## src/rtl/maxnet_feeder.sv

```systemverilog
// Maxnet initiator: packs four serial samples into X1..X4, starts Maxnet,
// waits for the done edge under a watchdog and hands the result downstream.
module maxnet_feeder #(
    parameter int WIDTH          = 5,
    parameter int TIMEOUT_CYCLES = 255
) (
    input  logic             clk,
    input  logic             rst,
    input  logic             in_valid,
    input  logic [WIDTH-1:0] in_data,
    output logic             in_ready,
    output logic [WIDTH-1:0] X1,
    output logic [WIDTH-1:0] X2,
    output logic [WIDTH-1:0] X3,
    output logic [WIDTH-1:0] X4,
    output logic             mx_start,
    input  logic             mx_done,
    input  logic [WIDTH-1:0] mx_result,
    output logic             out_valid,
    input  logic             out_ready,
    output logic [WIDTH-1:0] out_data,
    output logic             timeout
);

    localparam int CW = $clog2(TIMEOUT_CYCLES + 1);
    localparam logic [CW-1:0] CNT_LAST = CW'(TIMEOUT_CYCLES - 1);

    typedef enum logic [1:0] {
        LOAD,
        START,
        WAIT,
        HOLD
    } state_e;

    state_e           state_q;
    logic [1:0]       idx_q;
    logic [WIDTH-1:0] x_q [4];
    logic             mx_start_q;
    logic             out_valid_q;
    logic [WIDTH-1:0] out_data_q;
    logic             timeout_q;
    logic [CW-1:0]    cnt_q;
    logic             done_prev_q;
    logic             done_rise;

    assign done_rise = mx_done & ~done_prev_q;
    assign in_ready  = (state_q == LOAD);

    assign X1        = x_q[0];
    assign X2        = x_q[1];
    assign X3        = x_q[2];
    assign X4        = x_q[3];
    assign mx_start  = mx_start_q;
    assign out_valid = out_valid_q;
    assign out_data  = out_data_q;
    assign timeout   = timeout_q;

    always_ff @(posedge clk or posedge rst) begin
        if (rst) begin
            state_q     <= LOAD;
            idx_q       <= 2'd0;
            x_q[0]      <= '0;
            x_q[1]      <= '0;
            x_q[2]      <= '0;
            x_q[3]      <= '0;
            mx_start_q  <= 1'b0;
            out_valid_q <= 1'b0;
            out_data_q  <= '0;
            timeout_q   <= 1'b0;
            cnt_q       <= '0;
            done_prev_q <= 1'b0;
        end else begin
            done_prev_q <= mx_done;
            mx_start_q  <= 1'b0;
            timeout_q   <= 1'b0;
            case (state_q)
                LOAD: begin
                    if (in_valid) begin
                        x_q[idx_q] <= in_data;
                        idx_q      <= idx_q + 2'd1;
                        if (idx_q == 2'd3) begin
                            state_q    <= START;
                            mx_start_q <= 1'b1;
                        end
                    end
                end
                START: begin
                    cnt_q   <= '0;
                    state_q <= WAIT;
                end
                WAIT: begin
                    // A done edge on the final watchdog cycle still wins.
                    if (done_rise) begin
                        out_data_q  <= mx_result;
                        out_valid_q <= 1'b1;
                        state_q     <= HOLD;
                    end else begin
                        cnt_q <= cnt_q + 1'b1;
                        if (cnt_q == CNT_LAST) begin
                            timeout_q <= 1'b1;
                            state_q   <= LOAD;
                        end
                    end
                end
                HOLD: begin
                    if (out_ready) begin
                        out_valid_q <= 1'b0;
                        state_q     <= LOAD;
                    end
                end
                default: state_q <= LOAD;
            endcase
        end
    end

endmodule

```

## config.mk

```make
export PLATFORM = sky130hd
export DESIGN_NAME = maxnet_feeder
export DESIGN_NICKNAME = d
export VERILOG_FILES = /design/src/rtl/maxnet_feeder.sv
export SDC_FILE = /design/constraint.sdc
export NUM_CORES = 1
export LEC_CHECK = 0
export CORE_MARGIN = 4
export CORE_UTILIZATION = 49
export DETAILED_ROUTE_END_ITERATION = 7
export PLACE_DENSITY = 0.82
export SETUP_SLACK_MARGIN = 0.1
export SLEW_MARGIN = 20
export SYNTH_ARGS = -nofsm -noshare
export SYNTH_HDL_FRONTEND = slang
export SYNTH_SLANG_ARGS = --single-unit
```

## constraint.sdc

```tcl
create_clock -name clk -period 1.4 [get_ports clk]
set_input_delay 0.28 -clock clk [delete_from_list [all_inputs] [get_ports clk]]
set_output_delay 0.28 -clock clk [all_outputs]
set_load 0.005 [all_outputs]
```

==> summary.txt <==
Drt
  – Via-to-Cell Ratio: around 5
  – Final WL: 5054 um
  – Drt wl/cell: 18.93 um
  – DRT Pass-1 Iters: 4
  – Via count: 1353
  – DR iter-0 viols: 60
  – Routed Antenna Nets: 0
  – Post-route DRC violation count: 0

Worst setup path
  – Worst Path Arrival: roughly 1700 ps
  – R2R cell count: 5
  – Crit end category: flip-flop
  – Crit path max fanout: 5
  – Worst r2r src: state_q[1]
  – Critical path class: reg -> reg
  – Reg2reg end: X3[1]
  – FF-to-FF setup slack: -80 ps
  – CP Data Required Time: approximately 1600 ps
  – Crit start category: flip-flop

STA
  – Slew headroom: 0.8352
  – Highest clock rate: 675.9 MHz
  – Worst setup margin: -79.47 ps
  – Hold Violations, Final: 0
  – Setup repair after global routing missed its margin: true
  – Skew final: slightly above 7 ps
  – Worst slew pin tran: 246.7 ps
  – Tmin final: 1479 ps
  – Fin crit share: 1.057
  – Final setup fails: 25
  – Max-slew violations: 0

Run status
  – Status: finished with violations
  – Failing checks: negative setup slack

Synthesis
  – Sequential share of the synthesized area: 0.5449
  – Top-area cell type share of the netlist area: 0.5449
  – Net Count, Synth: around 160
  – Distinct cells, synth: 26
  – Mapped Area: 1883 sq um
  – Synthesis-stage register bit count: 41
  – Synth area leaders: dfrtp_1, mux2_4, mux2_2, ha_1, mux2i_1
  – Dominant cell type by area after synthesis: dfrtp_1
  – Syn Inst Count: ~130
  – Synth warn: 0
  – Synth Area per Inst: 14.05 sq um

Clock network
  – Worst-Skew Late Latency: about 300 ps
  – Hold Buf Count CTS: 0
  – Clock Tree Buf Depth: 2
  – Root Buffer: clkbuf_8
  – CTS tree: done
  – CTS Sinks: 41
  – Reg clk slew, reported paths: around 80 ps
  – H-tree Lvls: 2
  – CTS buffer count: 5

Placed design
  – Hpwl dp: around 2900 um
  – Port Buffer Count: 43
  – Place WS: -278.0 ps
  – Placed Cells: 230
  – Placer Congestion: 0.7119

Die
  – Starting Density: 0.5105
  – Area of the core: between 3000 and 4000 sq um
  – Die area: 4899 sq um
  – Chip Width: 69.99 um
  – Num rows: 22
  – IO Count: between 40 and 50
  – Die height: 69.99 um

Finish
  – Register Area: just over 1000 sq um
  – Final nets: 240
  – Synth-to-layout area growth: 52.62%
  – Cell Count, Final, Fillers Out: between 200 and 300
  – # fillers: 209
  – N_diodes: 0
  – Layout cells sized above 1: 0.4749
  – Area of the multi-input gates: 907.1 sq um

Global routing
  – Routing usage on met1: 0.2298
  – Global routing usage on met3: 0.05180
  – GRT overflow: 0
  – GRT Overall Usage: 0.2066
  – Antenna violations before repair: 0
  – Pin count of the biggest net entering global routing: 42
  – Vias in the first global route: between 1500 and 2000
  – Global-route wire length before repair: a little under 8000 um
  – GRT busiest layer: met2
  – Met2 GRT Util: 0.3903

Pwr
  – Peak VDD IR: between 1000 and 1500 uV
  – Pwr dens: roughly 2100 nW/um^2
  – Static Leak: 1.464 nW

Worst hold path
  – Hold Crit Class: in -> async

Flow run
  – Max Cap Viol: 0
-- state kept, by name, indices dropped and copies added, names as in the netlist --
register,count
X1,5
X2,5
X3,5
X4,5
cnt_q,8
done_prev_q,1
idx_q,2
mx_start,1
out_data,5
out_valid,1
state_q,2
timeout,1
-- cell families after synthesis --
kind of cell / Yosys count / synth area share
buf+inv: 11 / 0.04186
flops: 41 / 0.5448
compound gates: 5 / 0.01461
simple gates: 38 / 0.1369
mux: 32 / 0.2173
fa+ha+maj: 6 / 0.03987
xor+xnor: 1 / 0.004652
-- metal layers --
layer,wire (um),part of all wire
met5,0,0
met4,48,0.0095
met3,245,0.048
met2,2665,0.53
met1,2095,0.41
-- critical path, stage by stage, from the launching register on --
cell and delay (ps):
dfrtp_2 430, buf_6 140, nor2_8 110, buf_6 120, and3_4 240, mux2_4 320
-- layout make-up --
class                      count  area share
sequential                    41      0.3583
multi-input combinational     82      0.3156
timing repair buffer          84      0.2625
clock buffer                   5     0.02394
tap                           48     0.02090
clock inverter                 2     0.01219
inverter                       5    0.006530
-- Yosys cell counts (all sizes together) --
master,count
a21oi,1
and3,6
and4,1
buf,5
clkbuf,1
dfrtp,41
ha,6
inv,5
mux2,26
mux2i,6
nand2,11
nand2b,4
nand3,3
nand4,4
nor2,5
nor2b,1
nor3,3
o21ai,2
o22ai,2
xnor2,1
-- power by group --
part	switching [mW]	total, mW	internal (mW)
Sequential	0.389	2.10	1.71
Clock	0.420	0.938	0.518
Combinational	1.12	2.96	1.85
Total	1.92	6.00	4.08
-- worst max-delay path by stage --
stage / from / endpoint / cells past startpoint
finish: state_q[1] / X3[1] / 5
global route: state_q[0] / cnt_q[7] / 6
CTS: state_q[0] / out_data[2] / 5
detailed placement: in_valid / X4[3] / 4
global placement: in_valid / X4[3] / 4
floorplan: state_q[0] / X1[0] / 5
-- layout by cell type (no fill, tap or decap), types with 4 or more instances in the layout --
| cell type | n |
|---|---|
| clkbuf_8 | 5 |
| dlygate4sd2_1 | 28 |
| clkdlybuf4s50_1 | 14 |
| inv_1 | 5 |
| nand2_1 | 6 |
| ha_1 | 5 |
| buf_6 | 11 |
| dfrtp_1 | 38 |
| mux2i_1 | 6 |
| mux2_4 | 26 |
| buf_4 | 30 |
| nand2_2 | 4 |
| nand4_1 | 4 |
-- repair_timing --
item | in CTS | in global routing
resized for setup | 54 | 24
setup endpoints to repair | 61 | 39
buffers inserted | 25 | 6
pin swaps | 9 | 10
-- metrics by stage --
stage / util / cell area (sq um) / hold WS [ps] / power (mW) / TNS (ps)
after global placement: 0.6540 / 2412 / 464.0 / 4.171 / -4746
final: 0.7792 / 2874 / 346.7 / 6.005 / -1456
after global routing: 0.7792 / 2874 / 379.8 / 6.340 / -2390
after detailed placement: 0.6540 / 2412 / 492.9 / 4.318 / -6520
after CTS: 0.7463 / 2753 / 354.5 / 5.650 / -652.3
after floorplan: - / 1887 / 311.4 / 3.197 / 0
Power figures use the tool's default switching activity.
==> variant (same settings) <==
`WIDTH`: 5 -> 4.
--- a/src/rtl/maxnet_feeder.sv
+++ b/src/rtl/maxnet_feeder.sv
@@ -1,7 +1,7 @@
 // Maxnet initiator: packs four serial samples into X1..X4, starts Maxnet,
 // waits for the done edge under a watchdog and hands the result downstream.
 module maxnet_feeder #(
-    parameter int WIDTH          = 5,
+    parameter int WIDTH          = 4,
     parameter int TIMEOUT_CYCLES = 255
 ) (
     input  logic             clk,
Ports: changed (7 resized); port bits go from 44 to 37. The function was not compared with the original's and may differ.
==> variant against the unedited design <==
Power decreased by 15%; synthesized area fell by 17%; wire length fell by 21%; core utilization grew 3.4 points; design area shrank 14%; combinational power fell by 11%; fmax is 7.9% higher; critical path depth fell by 1; hold slack worse by 0.050 ns; sequential cell count down 5; setup slack improved by 0.11 ns; critical path type unchanged; critical endpoint is now out_data[1]; largest cell class unchanged; largest power group unchanged.
==> variant: results (changes against the unedited design) <==
Routing
  – Via count: 1248 (was 1353)
  – Drt pass-1 iters: 4 (unchanged)
  – Routed WL: 4010 um (was 5050 um)
  – Initial DRC Count: 88 (was 60)
  – Vias per inst: 5.24 (was 5.07)

CTS
  – Total CTS buffers: 5 (unchanged)
  – Skew-Pair Late Insertion Delay: 0.35 ns (was 0.30 ns)
  – Clock-pin slew on the worst setup and hold paths: 0.12 ns (was 0.08 ns)
  – Root Buffer: clkbuf_4 (was clkbuf_8)
  – Post-CTS sizing: 73 (was 54)
  – Post-CTS Repair Setup Buffers: 8 (was 25)
  – Max Buffers Root-to-Sink: 2 (unchanged)

Place
  – GP Congestion: 0.786 (was 0.712)
  – Post-place setup slack: -0.275 ns (was -0.278 ns)
  – Port bufs: 36 (was 43)
  – HPWL Detailed: 2300 um (was 2860 um)
  – Post-DP Area: 0.00203 sq mm (was 0.00241 sq mm)
  – Placed Instances: 207 (was 230)

Worst setup path
  – Crit path arrival time: 1.60 ns (was 1.66 ns)
  – Slowest stage cell on the critical path: dfrtp_1 (was dfrtp_2)

Power and ir drop
  – Leakage power: 1.16 nW (was 1.46 nW)
  – Combinational Power: 2.63 mW (was 2.96 mW)
  – Switch Pwr: 1.70 mW (was 1.92 mW)
  – Sequential power: 1.86 mW (was 2.10 mW)
  – Net Sw Frac: 33.4% (was 32.1%)
  – Max IR drop VDD: 1170 uV (was 1100 uV)

Global routing
  – Pin count of the biggest net entering global routing: 37 (was 42)
  – Vias in the first global route: 1266 (was 1519)
  – Initial antenna violation count: 0 (unchanged)
  – First-pass GRT wire length: 5700 um (was 7910 um)
  – Gr usage total: 17.5% (was 20.7%)

Final layout
  – Biggest register: cnt_q (unchanged)
  – Share of layout cells above drive strength 1: 44.3% (was 47.5%)

Synthesis
  – Synth top area share: 57.8% (was 54.5%)
  – Yosys cell types: 25 (was 26)
  – Synth Net Count: 145 (was 155)
  – Sequential share of the synthesized area: 57.8% (was 54.5%)
  – Synth cell count leaders: 36 x dfrtp_1, 16 x mux2_1, 11 x nand3_1 (was 41 x dfrtp_1, 15 x mux2_4, 11 x mux2_2, 11 x nand2_1)
  – Synth Area per Inst: 12.4 sq um (was 14.1 sq um)
  – Main area contributors after synthesis: dfrtp_1 58%, mux2_1 12%, ha_1 4.8% (was dfrtp_1 54%, mux2_4 12%, mux2_2 6.6%)

Outcome
  – Status: complete, no violations (was finished with violations)

Timing
  – Clock skew: 0.0108 ns (was 0.00716 ns)
  – Slew @ Worst Pin: 0.335 ns (was 0.247 ns)
## variant: cell types whose count changed after synthesis, sizes merged, moves of 2 or more
cell   unedited run  this run
nand2            11         8
mux2             26        21
o21ai             2         5
o22ai             2         0
nand3             3        11
dfrtp            41        36
mux2i             6         3
## variant: logic make-up (layout without fill, tap and decap cells)
family | count (synthesis) | after routing | share of synthesized area (%)
adder cells (fa/ha/maj) | 6 | 6 | 4.82
AO/OA/AOI/OAI | 7 | 7 | 2.41
AND/OR/NAND/NOR | 41 | 41 | 13.7
multiplexers | 24 | 24 | 17.1
flip-flops | 36 | 36 | 57.8
buffers and inverters | 9 | 77 | 2.49
XOR/XNOR | 3 | 3 | 1.69
## variant: area by class of cell
type	instances	area (sq um)	share of cell area, %
multi-input cells	81	833	33.6
inverters	4	17.5	0.706
flip-flops and latches	36	906	36.5
clock buffers	6	51.3	2.07
repair buffers	65	608	24.5
well taps	44	55.1	2.22
clock inverters	2	10.0	0.403
## variant: metal layers
| metal | GRT usage (%) | up-vias | wire [um] |
|---|---|---|---|
| met5 | 0 | - | 0 |
| met2 | 31.7 | 53 | 2070 |
| met3 | 5.80 | 15 | 256 |
| met1 | 19.8 | 612 | 1570 |
| li1 | - | 568 | - |
| met4 | 3.96 | 0 | 104 |
## variant: worst paths after layout
kind | endpoint | slack (ns) | startpoint | cells after the start
worst max-delay path | out_data[1] | 0.03 | state_q[0] | 4
worst max register to register | out_data[1] | 0.03 | state_q[0] | 4
min in group clk | done_prev_q | 0.43 | mx_done | 1
worst min register to register | cnt_q[7] | 0.50 | cnt_q[7] | 1
max in group asynchronous | cnt_q[3] | 0.89 | rst | 3
worst min-delay path | X2[2] | 0.30 | rst | 3
